===== src/rtl/branch_rs_pkg.sv =====
// Shared types for the branch reservation station: bus widths, branch opcodes,
// operand/CDB payloads and the tag-wakeup helper.
package branch_rs_pkg;

    localparam int unsigned DATA_W = 32;
    localparam int unsigned TAG_W  = 4;
    localparam int unsigned OP_W   = 6;

    typedef logic [OP_W-1:0]   op_bus_t;
    typedef logic [TAG_W-1:0]  tag_bus_t;
    typedef logic [DATA_W-1:0] data_bus_t;

    localparam tag_bus_t NO_TAG  = '0;
    localparam logic     ENABLE  = 1'b1;
    localparam logic     DISABLE = 1'b0;

    localparam op_bus_t OP_BEQ  = 6'h00;
    localparam op_bus_t OP_BNE  = 6'h01;
    localparam op_bus_t OP_BLT  = 6'h04;
    localparam op_bus_t OP_BGE  = 6'h05;
    localparam op_bus_t OP_BLTU = 6'h06;
    localparam op_bus_t OP_BGEU = 6'h07;

    typedef struct packed {
        tag_bus_t  tag;
        data_bus_t val;
    } operand_t;

    typedef struct packed {
        logic      en;
        tag_bus_t  tag;
        data_bus_t data;
    } cdb_t;

    typedef struct packed {
        logic      valid;
        op_bus_t   op;
        operand_t  opd_o;
        operand_t  opd_t;
        data_bus_t imm;
        data_bus_t pc;
    } rs_entry_t;

    typedef struct packed {
        op_bus_t   op;
        data_bus_t opd_o;
        data_bus_t opd_t;
        data_bus_t imm;
        data_bus_t pc;
    } issue_t;

    // Capture a broadcast into a waiting operand; ALU wins when both buses match.
    function automatic operand_t wake(operand_t o, cdb_t alu, cdb_t lsu);
        operand_t r;
        r = o;
        if (o.tag != NO_TAG) begin
            if (alu.en && (alu.tag == o.tag)) begin
                r = '{tag: NO_TAG, val: alu.data};
            end else if (lsu.en && (lsu.tag == o.tag)) begin
                r = '{tag: NO_TAG, val: lsu.data};
            end
        end
        return r;
    endfunction

endpackage


===== src/rtl/branch_rs_if.sv =====
// Dispatch, CDB and issue signals between the pipeline and the branch RS.
interface branch_rs_if;
    import branch_rs_pkg::*;

    logic      dispatch_en;
    op_bus_t   dispatch_op;
    data_bus_t dispatch_valO;
    data_bus_t dispatch_valT;
    tag_bus_t  dispatch_tagO;
    tag_bus_t  dispatch_tagT;
    data_bus_t dispatch_imm;
    data_bus_t dispatch_pc;
    logic      rs_full;

    logic      alu_cdb_en;
    tag_bus_t  alu_cdb_tag;
    data_bus_t alu_cdb_data;
    logic      lsu_cdb_en;
    tag_bus_t  lsu_cdb_tag;
    data_bus_t lsu_cdb_data;

    logic      BranchWorkEn;
    data_bus_t operandO;
    data_bus_t operandT;
    data_bus_t imm;
    data_bus_t PC;
    op_bus_t   opCode;

    modport slave (
        input  dispatch_en, dispatch_op, dispatch_valO, dispatch_valT,
               dispatch_tagO, dispatch_tagT, dispatch_imm, dispatch_pc,
               alu_cdb_en, alu_cdb_tag, alu_cdb_data,
               lsu_cdb_en, lsu_cdb_tag, lsu_cdb_data,
        output rs_full, BranchWorkEn, operandO, operandT, imm, PC, opCode
    );

    modport master (
        output dispatch_en, dispatch_op, dispatch_valO, dispatch_valT,
               dispatch_tagO, dispatch_tagT, dispatch_imm, dispatch_pc,
               alu_cdb_en, alu_cdb_tag, alu_cdb_data,
               lsu_cdb_en, lsu_cdb_tag, lsu_cdb_data,
        input  rs_full, BranchWorkEn, operandO, operandT, imm, PC, opCode
    );

endinterface


===== src/rtl/rs_entry_select.sv =====
// Combinational lowest-index finder over a request vector.
module rs_entry_select #(
    parameter  int unsigned ENTRIES = 4,
    localparam int unsigned IDX_W   = $clog2(ENTRIES)
) (
    input  logic [ENTRIES-1:0] req_i,
    output logic               found_o,
    output logic [IDX_W-1:0]   idx_o
);

    // Scan from the top so the lowest set index is the last one written.
    always_comb begin
        found_o = 1'b0;
        idx_o   = '0;
        for (int i = int'(ENTRIES) - 1; i >= 0; i--) begin
            if (req_i[i]) begin
                found_o = 1'b1;
                idx_o   = IDX_W'(i);
            end
        end
    end

endmodule


===== src/rtl/branch_rs.sv =====
// Branch reservation station: holds dispatched branches until both operands are
// valid, then issues the lowest-index ready entry to the Branch unit.
module branch_rs
    import branch_rs_pkg::*;
#(
    parameter int unsigned ENTRIES = 4
) (
    input  logic        clk,
    input  logic        rst,
    branch_rs_if.slave  bus
);

    localparam int unsigned IDX_W = $clog2(ENTRIES);

    rs_entry_t          ent_q [ENTRIES];
    rs_entry_t          ent_d [ENTRIES];
    issue_t             out_q, out_d;
    logic               work_q, work_d;
    logic               full_q, full_d;

    logic [ENTRIES-1:0] free_vec, rdy_vec;
    logic               free_found, rdy_found;
    logic [IDX_W-1:0]   free_idx, rdy_idx;
    cdb_t               alu_cdb, lsu_cdb;

    assign alu_cdb = '{en: bus.alu_cdb_en, tag: bus.alu_cdb_tag, data: bus.alu_cdb_data};
    assign lsu_cdb = '{en: bus.lsu_cdb_en, tag: bus.lsu_cdb_tag, data: bus.lsu_cdb_data};

    // Readiness is judged on registered state, so a wakeup at edge N issues at N+1.
    always_comb begin
        for (int i = 0; i < int'(ENTRIES); i++) begin
            free_vec[i] = ~ent_q[i].valid;
            rdy_vec[i]  = ent_q[i].valid && (ent_q[i].opd_o.tag == NO_TAG)
                                         && (ent_q[i].opd_t.tag == NO_TAG);
        end
    end

    rs_entry_select #(.ENTRIES(ENTRIES)) u_free_sel (
        .req_i   (free_vec),
        .found_o (free_found),
        .idx_o   (free_idx)
    );

    rs_entry_select #(.ENTRIES(ENTRIES)) u_rdy_sel (
        .req_i   (rdy_vec),
        .found_o (rdy_found),
        .idx_o   (rdy_idx)
    );

    always_comb begin
        ent_d  = ent_q;
        out_d  = out_q;
        work_d = DISABLE;
        full_d = 1'b1;

        for (int i = 0; i < int'(ENTRIES); i++) begin
            if (ent_q[i].valid) begin
                ent_d[i].opd_o = wake(ent_q[i].opd_o, alu_cdb, lsu_cdb);
                ent_d[i].opd_t = wake(ent_q[i].opd_t, alu_cdb, lsu_cdb);
            end
        end

        if (rdy_found) begin
            work_d = ENABLE;
            out_d  = '{op:    ent_q[rdy_idx].op,
                       opd_o: ent_q[rdy_idx].opd_o.val,
                       opd_t: ent_q[rdy_idx].opd_t.val,
                       imm:   ent_q[rdy_idx].imm,
                       pc:    ent_q[rdy_idx].pc};
            ent_d[rdy_idx].valid = 1'b0;
        end

        // Free slot comes from registered state, so an issuing slot is never reused this edge.
        if (bus.dispatch_en && !full_q && free_found) begin
            ent_d[free_idx] = '{valid: 1'b1,
                                op:    bus.dispatch_op,
                                opd_o: wake('{tag: bus.dispatch_tagO, val: bus.dispatch_valO},
                                            alu_cdb, lsu_cdb),
                                opd_t: wake('{tag: bus.dispatch_tagT, val: bus.dispatch_valT},
                                            alu_cdb, lsu_cdb),
                                imm:   bus.dispatch_imm,
                                pc:    bus.dispatch_pc};
        end

        for (int i = 0; i < int'(ENTRIES); i++) begin
            if (!ent_d[i].valid) full_d = 1'b0;
        end
    end

    always_ff @(posedge clk or negedge rst) begin
        if (!rst) begin
            for (int i = 0; i < int'(ENTRIES); i++) ent_q[i] <= '0;
            out_q  <= '0;
            work_q <= DISABLE;
            full_q <= 1'b0;
        end else begin
            for (int i = 0; i < int'(ENTRIES); i++) ent_q[i] <= ent_d[i];
            out_q  <= out_d;
            work_q <= work_d;
            full_q <= full_d;
        end
    end

    assign bus.rs_full      = full_q;
    assign bus.BranchWorkEn = work_q;
    assign bus.opCode       = out_q.op;
    assign bus.operandO     = out_q.opd_o;
    assign bus.operandT     = out_q.opd_t;
    assign bus.imm          = out_q.imm;
    assign bus.PC           = out_q.pc;

endmodule


===== src/flat_wrapper.sv =====
// flat-port wrapper written by rule: the top's interface ports become plain ports
module branch_rs_flat import branch_rs_pkg::*;
#(
    parameter int unsigned ENTRIES = 4
)
  (clk, rst, bus_dispatch_en, bus_dispatch_op, bus_dispatch_valO, bus_dispatch_valT, bus_dispatch_tagO, bus_dispatch_tagT, bus_dispatch_imm, bus_dispatch_pc, bus_alu_cdb_en, bus_alu_cdb_tag, bus_alu_cdb_data, bus_lsu_cdb_en, bus_lsu_cdb_tag, bus_lsu_cdb_data, bus_rs_full, bus_BranchWorkEn, bus_operandO, bus_operandT, bus_imm, bus_PC, bus_opCode);
  branch_rs_if bus_i ();
  input  logic clk;
  input  logic rst;
  input wire logic [$bits(bus_i.dispatch_en)-1:0] bus_dispatch_en;
  input wire logic [$bits(bus_i.dispatch_op)-1:0] bus_dispatch_op;
  input wire logic [$bits(bus_i.dispatch_valO)-1:0] bus_dispatch_valO;
  input wire logic [$bits(bus_i.dispatch_valT)-1:0] bus_dispatch_valT;
  input wire logic [$bits(bus_i.dispatch_tagO)-1:0] bus_dispatch_tagO;
  input wire logic [$bits(bus_i.dispatch_tagT)-1:0] bus_dispatch_tagT;
  input wire logic [$bits(bus_i.dispatch_imm)-1:0] bus_dispatch_imm;
  input wire logic [$bits(bus_i.dispatch_pc)-1:0] bus_dispatch_pc;
  input wire logic [$bits(bus_i.alu_cdb_en)-1:0] bus_alu_cdb_en;
  input wire logic [$bits(bus_i.alu_cdb_tag)-1:0] bus_alu_cdb_tag;
  input wire logic [$bits(bus_i.alu_cdb_data)-1:0] bus_alu_cdb_data;
  input wire logic [$bits(bus_i.lsu_cdb_en)-1:0] bus_lsu_cdb_en;
  input wire logic [$bits(bus_i.lsu_cdb_tag)-1:0] bus_lsu_cdb_tag;
  input wire logic [$bits(bus_i.lsu_cdb_data)-1:0] bus_lsu_cdb_data;
  output wire logic [$bits(bus_i.rs_full)-1:0] bus_rs_full;
  output wire logic [$bits(bus_i.BranchWorkEn)-1:0] bus_BranchWorkEn;
  output wire logic [$bits(bus_i.operandO)-1:0] bus_operandO;
  output wire logic [$bits(bus_i.operandT)-1:0] bus_operandT;
  output wire logic [$bits(bus_i.imm)-1:0] bus_imm;
  output wire logic [$bits(bus_i.PC)-1:0] bus_PC;
  output wire logic [$bits(bus_i.opCode)-1:0] bus_opCode;
  assign bus_i.dispatch_en = bus_dispatch_en;
  assign bus_i.dispatch_op = bus_dispatch_op;
  assign bus_i.dispatch_valO = bus_dispatch_valO;
  assign bus_i.dispatch_valT = bus_dispatch_valT;
  assign bus_i.dispatch_tagO = bus_dispatch_tagO;
  assign bus_i.dispatch_tagT = bus_dispatch_tagT;
  assign bus_i.dispatch_imm = bus_dispatch_imm;
  assign bus_i.dispatch_pc = bus_dispatch_pc;
  assign bus_i.alu_cdb_en = bus_alu_cdb_en;
  assign bus_i.alu_cdb_tag = bus_alu_cdb_tag;
  assign bus_i.alu_cdb_data = bus_alu_cdb_data;
  assign bus_i.lsu_cdb_en = bus_lsu_cdb_en;
  assign bus_i.lsu_cdb_tag = bus_lsu_cdb_tag;
  assign bus_i.lsu_cdb_data = bus_lsu_cdb_data;
  assign bus_rs_full = bus_i.rs_full;
  assign bus_BranchWorkEn = bus_i.BranchWorkEn;
  assign bus_operandO = bus_i.operandO;
  assign bus_operandT = bus_i.operandT;
  assign bus_imm = bus_i.imm;
  assign bus_PC = bus_i.PC;
  assign bus_opCode = bus_i.opCode;
  branch_rs #(.ENTRIES(ENTRIES)) u_core (.clk(clk), .rst(rst), .bus(bus_i));
endmodule

===== config.mk =====
export PLATFORM = sky130hd
export DESIGN_NAME = branch_rs_flat
export DESIGN_NICKNAME = d
export VERILOG_FILES = /design/src/rtl/branch_rs_pkg.sv /design/src/rtl/branch_rs_if.sv /design/src/rtl/rs_entry_select.sv /design/src/rtl/branch_rs.sv /design/src/flat_wrapper.sv
export SDC_FILE = /design/constraint.sdc
export NUM_CORES = 2
export LEC_CHECK = 0
export BUFFER_PORTS_ARGS = -buffer_cell sky130_fd_sc_hd__buf_4
export CORE_ASPECT_RATIO = 0.8
export CORE_MARGIN = 4
export CORE_UTILIZATION = 60
export CTS_CLUSTER_DIAMETER = 120
export CTS_CLUSTER_SIZE = 12
export DETAILED_ROUTE_END_ITERATION = 7
export PLACE_DENSITY = 0.85
export SYNTH_ARGS = -nofsm -noshare
export SYNTH_HDL_FRONTEND = slang
export SYNTH_SLANG_ARGS = --single-unit

===== constraint.sdc =====
create_clock -name clk -period 3.3 [get_ports clk]
set_input_delay 0.66 -clock clk [delete_from_list [all_inputs] [get_ports clk]]
set_output_delay 0.66 -clock clk [all_outputs]
set_load 0.05 [all_outputs]

== Word level (Yosys, flattened, before mapping) ==
Index checks and enable logic that the tools add are counted.

* Output and inout port bits: 136
* Bits of input ports: 219
* Flip-flop bits (word level): 708
* Logic and storage cells: 184

* $lt $le $gt $ge: 4
* Muxes and demuxes: 68
* Reduce and logical (&&, ||, !) cells: 51
* Bitwise logic cells: 2
* Eq/ne operators: 20

{| class="wikitable"
|+ Operator list
! operator !! number
|-
| 36-bit 2-to-1 mux || 32
|-
| 572-bit bitwise mux || 2
|-
| 572-bit 2-to-1 mux || 2
|-
| 143-bit demux with 2-bit select || 2
|-
| 72-bit 2-to-1 mux || 4
|-
| 143-bit binary-select mux with 2-bit select || 1
|-
| 143-bit 2-to-1 mux || 2
|-
| 142-bit 2-to-1 mux || 2
|-
| 4-bit == test || 20
|-
| 4-bit nonzero test || 10
|-
| 1-bit logical AND || 32
|-
| 4-bit logical NOT || 8
|-
| 2-bit 2-to-1 mux || 8
|-
| 1-bit 2-to-1 mux || 13
|-
| 3-bit >= comparator, second input constant || 2
|-
| 3-bit by 1-bit < comparator with 1-bit output, second input constant || 2
|-
| 2-bit inverter with 3-bit output || 2
|-
| 1-bit logical NOT || 1
|}

== Longest topological paths before layout ==
* Depth in word-level cells: 20
* Mapped depth: 9
* Gate-level depth less buffers: 6

== Hierarchy ==
A second synthesis with hierarchy kept.

* Cells, all modules: 3526
* Area total of the unflattened synthesis: 36904.1 um^2

{| class="wikitable"
|+ Modules (own cells, without submodules)
! module !! area each (um^2) !! sequential area each (um^2) !! cells an instance !! times used
|-
| branch_rs || 36834.1 || 17717.0 || 3512 || 1
|-
| rs_entry_select || 35.0 || 0.0 || 7 || 2
|}

== Worst setup path before layout ==
Ideal clock, no wire load.

* Path kind: input port to flip-flop
* Start point: input port bus_alu_cdb_tag[1]
* End point: register u_core.ent_q[555] (netlist name)
* Arrival time: 2.400 ns
* Required time: 3.165 ns
* Path slack: 0.765 ns
* Stages: 9
* Setup time: 0.135 ns
* Path buffers: 3
* Cells stage by stage: buf_4 nor2b_1 a2111oi_0 and2_1 buf_2 buf_4 mux2_2 o221ai_1 o21ai_0

{| class="wikitable"
|+ RTL lines
! item !! line !! RTL
|-
| start, declared || flat_wrapper.sv:19 || <nowiki>input wire logic [$bits(bus_i.alu_cdb_tag)-1:0] bus_alu_cdb_tag;</nowiki>
|}

==> impl_metrics.env <==
export IMPL_outcome="finished with violations"
export IMPL_violations="DRC"
export IMPL_syn_avg_cell_area_um2=8.66
export IMPL_dieArea_um2=65000
export IMPL_drt_iter0_markers=5876
export IMPL_syn_inst=4226
export IMPL_intPower_mw=25.7
export IMPL_post_cts_resized=0
export IMPL_portBuffers=354
export IMPL_drtAntennaViolNets=0
export IMPL_r2r_setup_slack_ps=490
export IMPL_drive_gt1_share_pct=16.5
export IMPL_io_pins=355
export IMPL_synth_top_area_share_pct=48.4
export IMPL_start_util_pct=61.0
export IMPL_ys_flop_type="dfrtp_1"
export IMPL_power_total_mw=49.9
export IMPL_antenna_found_initial=14
export IMPL_multiInputGateArea_um2=17300
export IMPL_synth_area_top_cells="dfrtp_1 (48%), nand2_1 (15%), o221ai_1 (5.1%)"
export IMPL_grt_start_max_net_pins=183
export IMPL_end_kind="flop"
export IMPL_clk_pin_slew_ps=60
export IMPL_worstPathCellList="nor4_1 > buf_4 > nand2b_1 > nor3_1 > a21oi_2 > buf_4 > a21oi_1 > a22oi_1"
export IMPL_worst_pin_slew_ps=1230
export IMPL_rsz0062_at_grt="false"
export IMPL_coreArea_um2=60000
export IMPL_cts_root_buffer="clkbuf_16"
export IMPL_num_rows=80
export IMPL_synthesis_nets=4445
export IMPL_setup_tns_final_ps=0
export IMPL_clk_insertion_delay_late_ps=630
export IMPL_htreeDepth=3
export IMPL_num_vias=35700
export IMPL_clkPwrFrac_pct=14.1
export IMPL_irDropWorstVdd_uv=1520
export IMPL_synth_edf_count=0
export IMPL_tritoncts="done"
export IMPL_worstSetupPathType="flop to flop"
export IMPL_slew_limit_headroom_pct=18.1
export IMPL_track_usage_pct=39.6
export IMPL_first_pass_iters=8
export IMPL_gp_congestion=0.988
export IMPL_drc_errors=1
export IMPL_switchingPower_mw=24.2
export IMPL_slew_viol_final=0
export IMPL_path_max_fanout=16
export IMPL_fin_crit_sh_pct=85.2
export IMPL_routed_via_density=6.90
export IMPL_syn2layout_area_growth_pct=14.6
export IMPL_dp_hpwl_mm=81.4
export IMPL_layout_commonest_cell="nand2_1"
export IMPL_avgRoutedWirePerCell_um=25.9
export IMPL_p_per_area_nw_per_um2=1190
export IMPL_overflow=0
export IMPL_yosys_warnings=0
export IMPL_crit_buf_inv=2
export IMPL_ys_async_sr_fraction_pct=100
export IMPL_cp_top_family="compound AO/OA/AOI/OAI gates"
export IMPL_arrival_ps=3340
export IMPL_yosysSeqAreaShare_pct=48.4
export IMPL_swShare_pct=48.5
export IMPL_min_period_ps=2810
export IMPL_nets=4597
export IMPL_crit_path_frequent_cell="buf_4"
export IMPL_routed_wl_mm=134
export IMPL_grt_pass1_vias=34600
export IMPL_setup_viol=0
export IMPL_cts_buffers=68
export IMPL_synth_seq_cells=708
export IMPL_layout_area_seq_um2=17700
export IMPL_cts_hold_buffers=0
export IMPL_cts_setup_buffers=0
export IMPL_rr_endpoint="u_core.ent_q[524]$_DFF_PN0_"
export IMPL_critPathRequiredTime_ps=3830
export IMPL_critPathLaunchType="flop"
export IMPL_r2r_cells=8
export IMPL_clock_sinks=708
export IMPL_combPwrFrac_pct=53.9
export IMPL_fmax_mhz=356
export IMPL_final_cell_mix="nand2_1 (1,442), dfrtp_1 (708), buf_4 (423), o21ai_0 (259), o221ai_1 (215)"
export IMPL_hp_class="input pin to async pin"
export IMPL_crit_path_top_delay_cell="a21oi_2"
export IMPL_max_cap_viol_count=0
export IMPL_fin_skew_ps=25.0
export IMPL_grt_pass1_wl_mm=202
export IMPL_synth_distinct_cells=75
export IMPL_hold_violations=0
export IMPL_cts_buffer_depth=3
export IMPL_die_height_um=229
export IMPL_r2r_start="u_core.ent_q[525]$_DFF_PN0_"
export IMPL_p_seq_share_pct=32.0
export IMPL_dieWidth_um=284
export IMPL_cellLeakagePower_nw=19.0
export IMPL_syn_cell_area_um2=36600
export IMPL_yosys_area_top_type="dfrtp_1"
export IMPL_slowest_delay_ps=900
export IMPL_fill_cells=4419
export IMPL_crit_path_start="u_core.ent_q[525]$_DFF_PN0_"
final cells by class:
cell class	count	area share, %
sequential	708	42.2
tap	779	2.32
timing repair buffer	464	9.52
clock inverter	6	0.266
clock buffer	68	4.06
inverter	29	0.260
multi-input combinational	3107	41.3
antenna	8	0.0477
state kept, by name (all words and copies together), names as in the netlist:
register / cells
u_core.bus.BranchWorkEn: 1
u_core.bus.operandO: 32
u_core.bus.PC: 32
u_core.ent_q: 572
u_core.bus.imm: 32
u_core.bus.rs_full: 1
u_core.bus.operandT: 32
u_core.bus.opCode: 6
metal layers:
| layer | vias to the layer above | part of all wire [%] | GRT usage (%) |
|---|---|---|---|
| li1 | 15100 | - | - |
| met3 | 605 | 16 | 17.1 |
| met5 | - | 0.068 | 0 |
| met4 | 12 | 5.6 | 20.6 |
| met2 | 3061 | 42 | 57.2 |
| met1 | 16900 | 36 | 51.0 |
worst reg2reg max path, delay by kind of cell (launching register included):
kind,cells,cell delay (ps)
flip-flops,1,450
AO/OA/AOI/OAI,3,1170
buffers and inverters,2,550
AND/OR/NAND/NOR,3,560
synth_stat cells, drive strengths merged, types with 11 or more instances:
library cell	count
buf	97
clkbuf	285
xnor2	22
a31oi	134
o21ai	312
o221ai	225
nand2b	23
nand2	1444
nand3	25
and3	80
nor3	11
xor2	31
nor2	171
mux2i	54
o22a	21
a21oi	19
inv	29
or3	41
nor4b	21
mux2	136
o22ai	131
o211ai	21
dfrtp	708
o2bb2ai	20
nor2b	49
o311a	18
a32o	18
nor4	13
power groups by stage:
stage          clock network (mW)  logic [mW]  registers (mW)
2_1_floorplan                   0        14.8            18.1
3_3_place_gp                    0        25.3            15.7
6_report                     7.04        26.9            16.0
4_1_cts                      7.06        26.2            15.8
3_5_place_dp                    0        25.9            15.9
5_1_grt                      7.37        28.5            16.3
cells by family (layout without fill, tap and decap cells):
group	count (synthesis)	in the layout	synth area share, %
AND/OR/NAND/NOR	1895	1895	21.6
AO/OA/AOI/OAI	969	969	18.3
flip-flops	708	708	48.4
buffers and inverters	411	567	4.70
multiplexers	190	190	5.66
XOR/XNOR	53	53	1.29
other	0	8	0
worst max path at each step:
| stage | cells past startpoint | slack [ps] | end |
|---|---|---|---|
| CTS | 8 | 620 | u_core.ent_q[497]$_DFF_PN0_ |
| global route | 7 | 400 | u_core.bus.PC[23]$_DFFE_PN0N_ |
| global placement | 7 | 220 | u_core.ent_q[350]$_DFF_PN0_ |
| floorplan | 9 | 760 | u_core.ent_q[555]$_DFF_PN0_ |
| finish | 8 | 490 | u_core.ent_q[524]$_DFF_PN0_ |
| detailed placement | 7 | 200 | u_core.ent_q[350]$_DFF_PN0_ |
through the flow:
step           hold WS, ps  worst slack [ps]  utilization, %  instance area (um^2)  std cells
4_1_cts               33.2               621            69.9                 41900       5161
2_1_floorplan          364               765               -                 36600       4226
6_report              24.2               488            70.0                 41900       5169
3_5_place_dp           462               204            66.9                 40100       5087
5_1_grt               48.0               402            70.0                 41900       5169
3_3_place_gp           457               216            66.9                 40100       5087
Power figures use the tool's default switching activity.
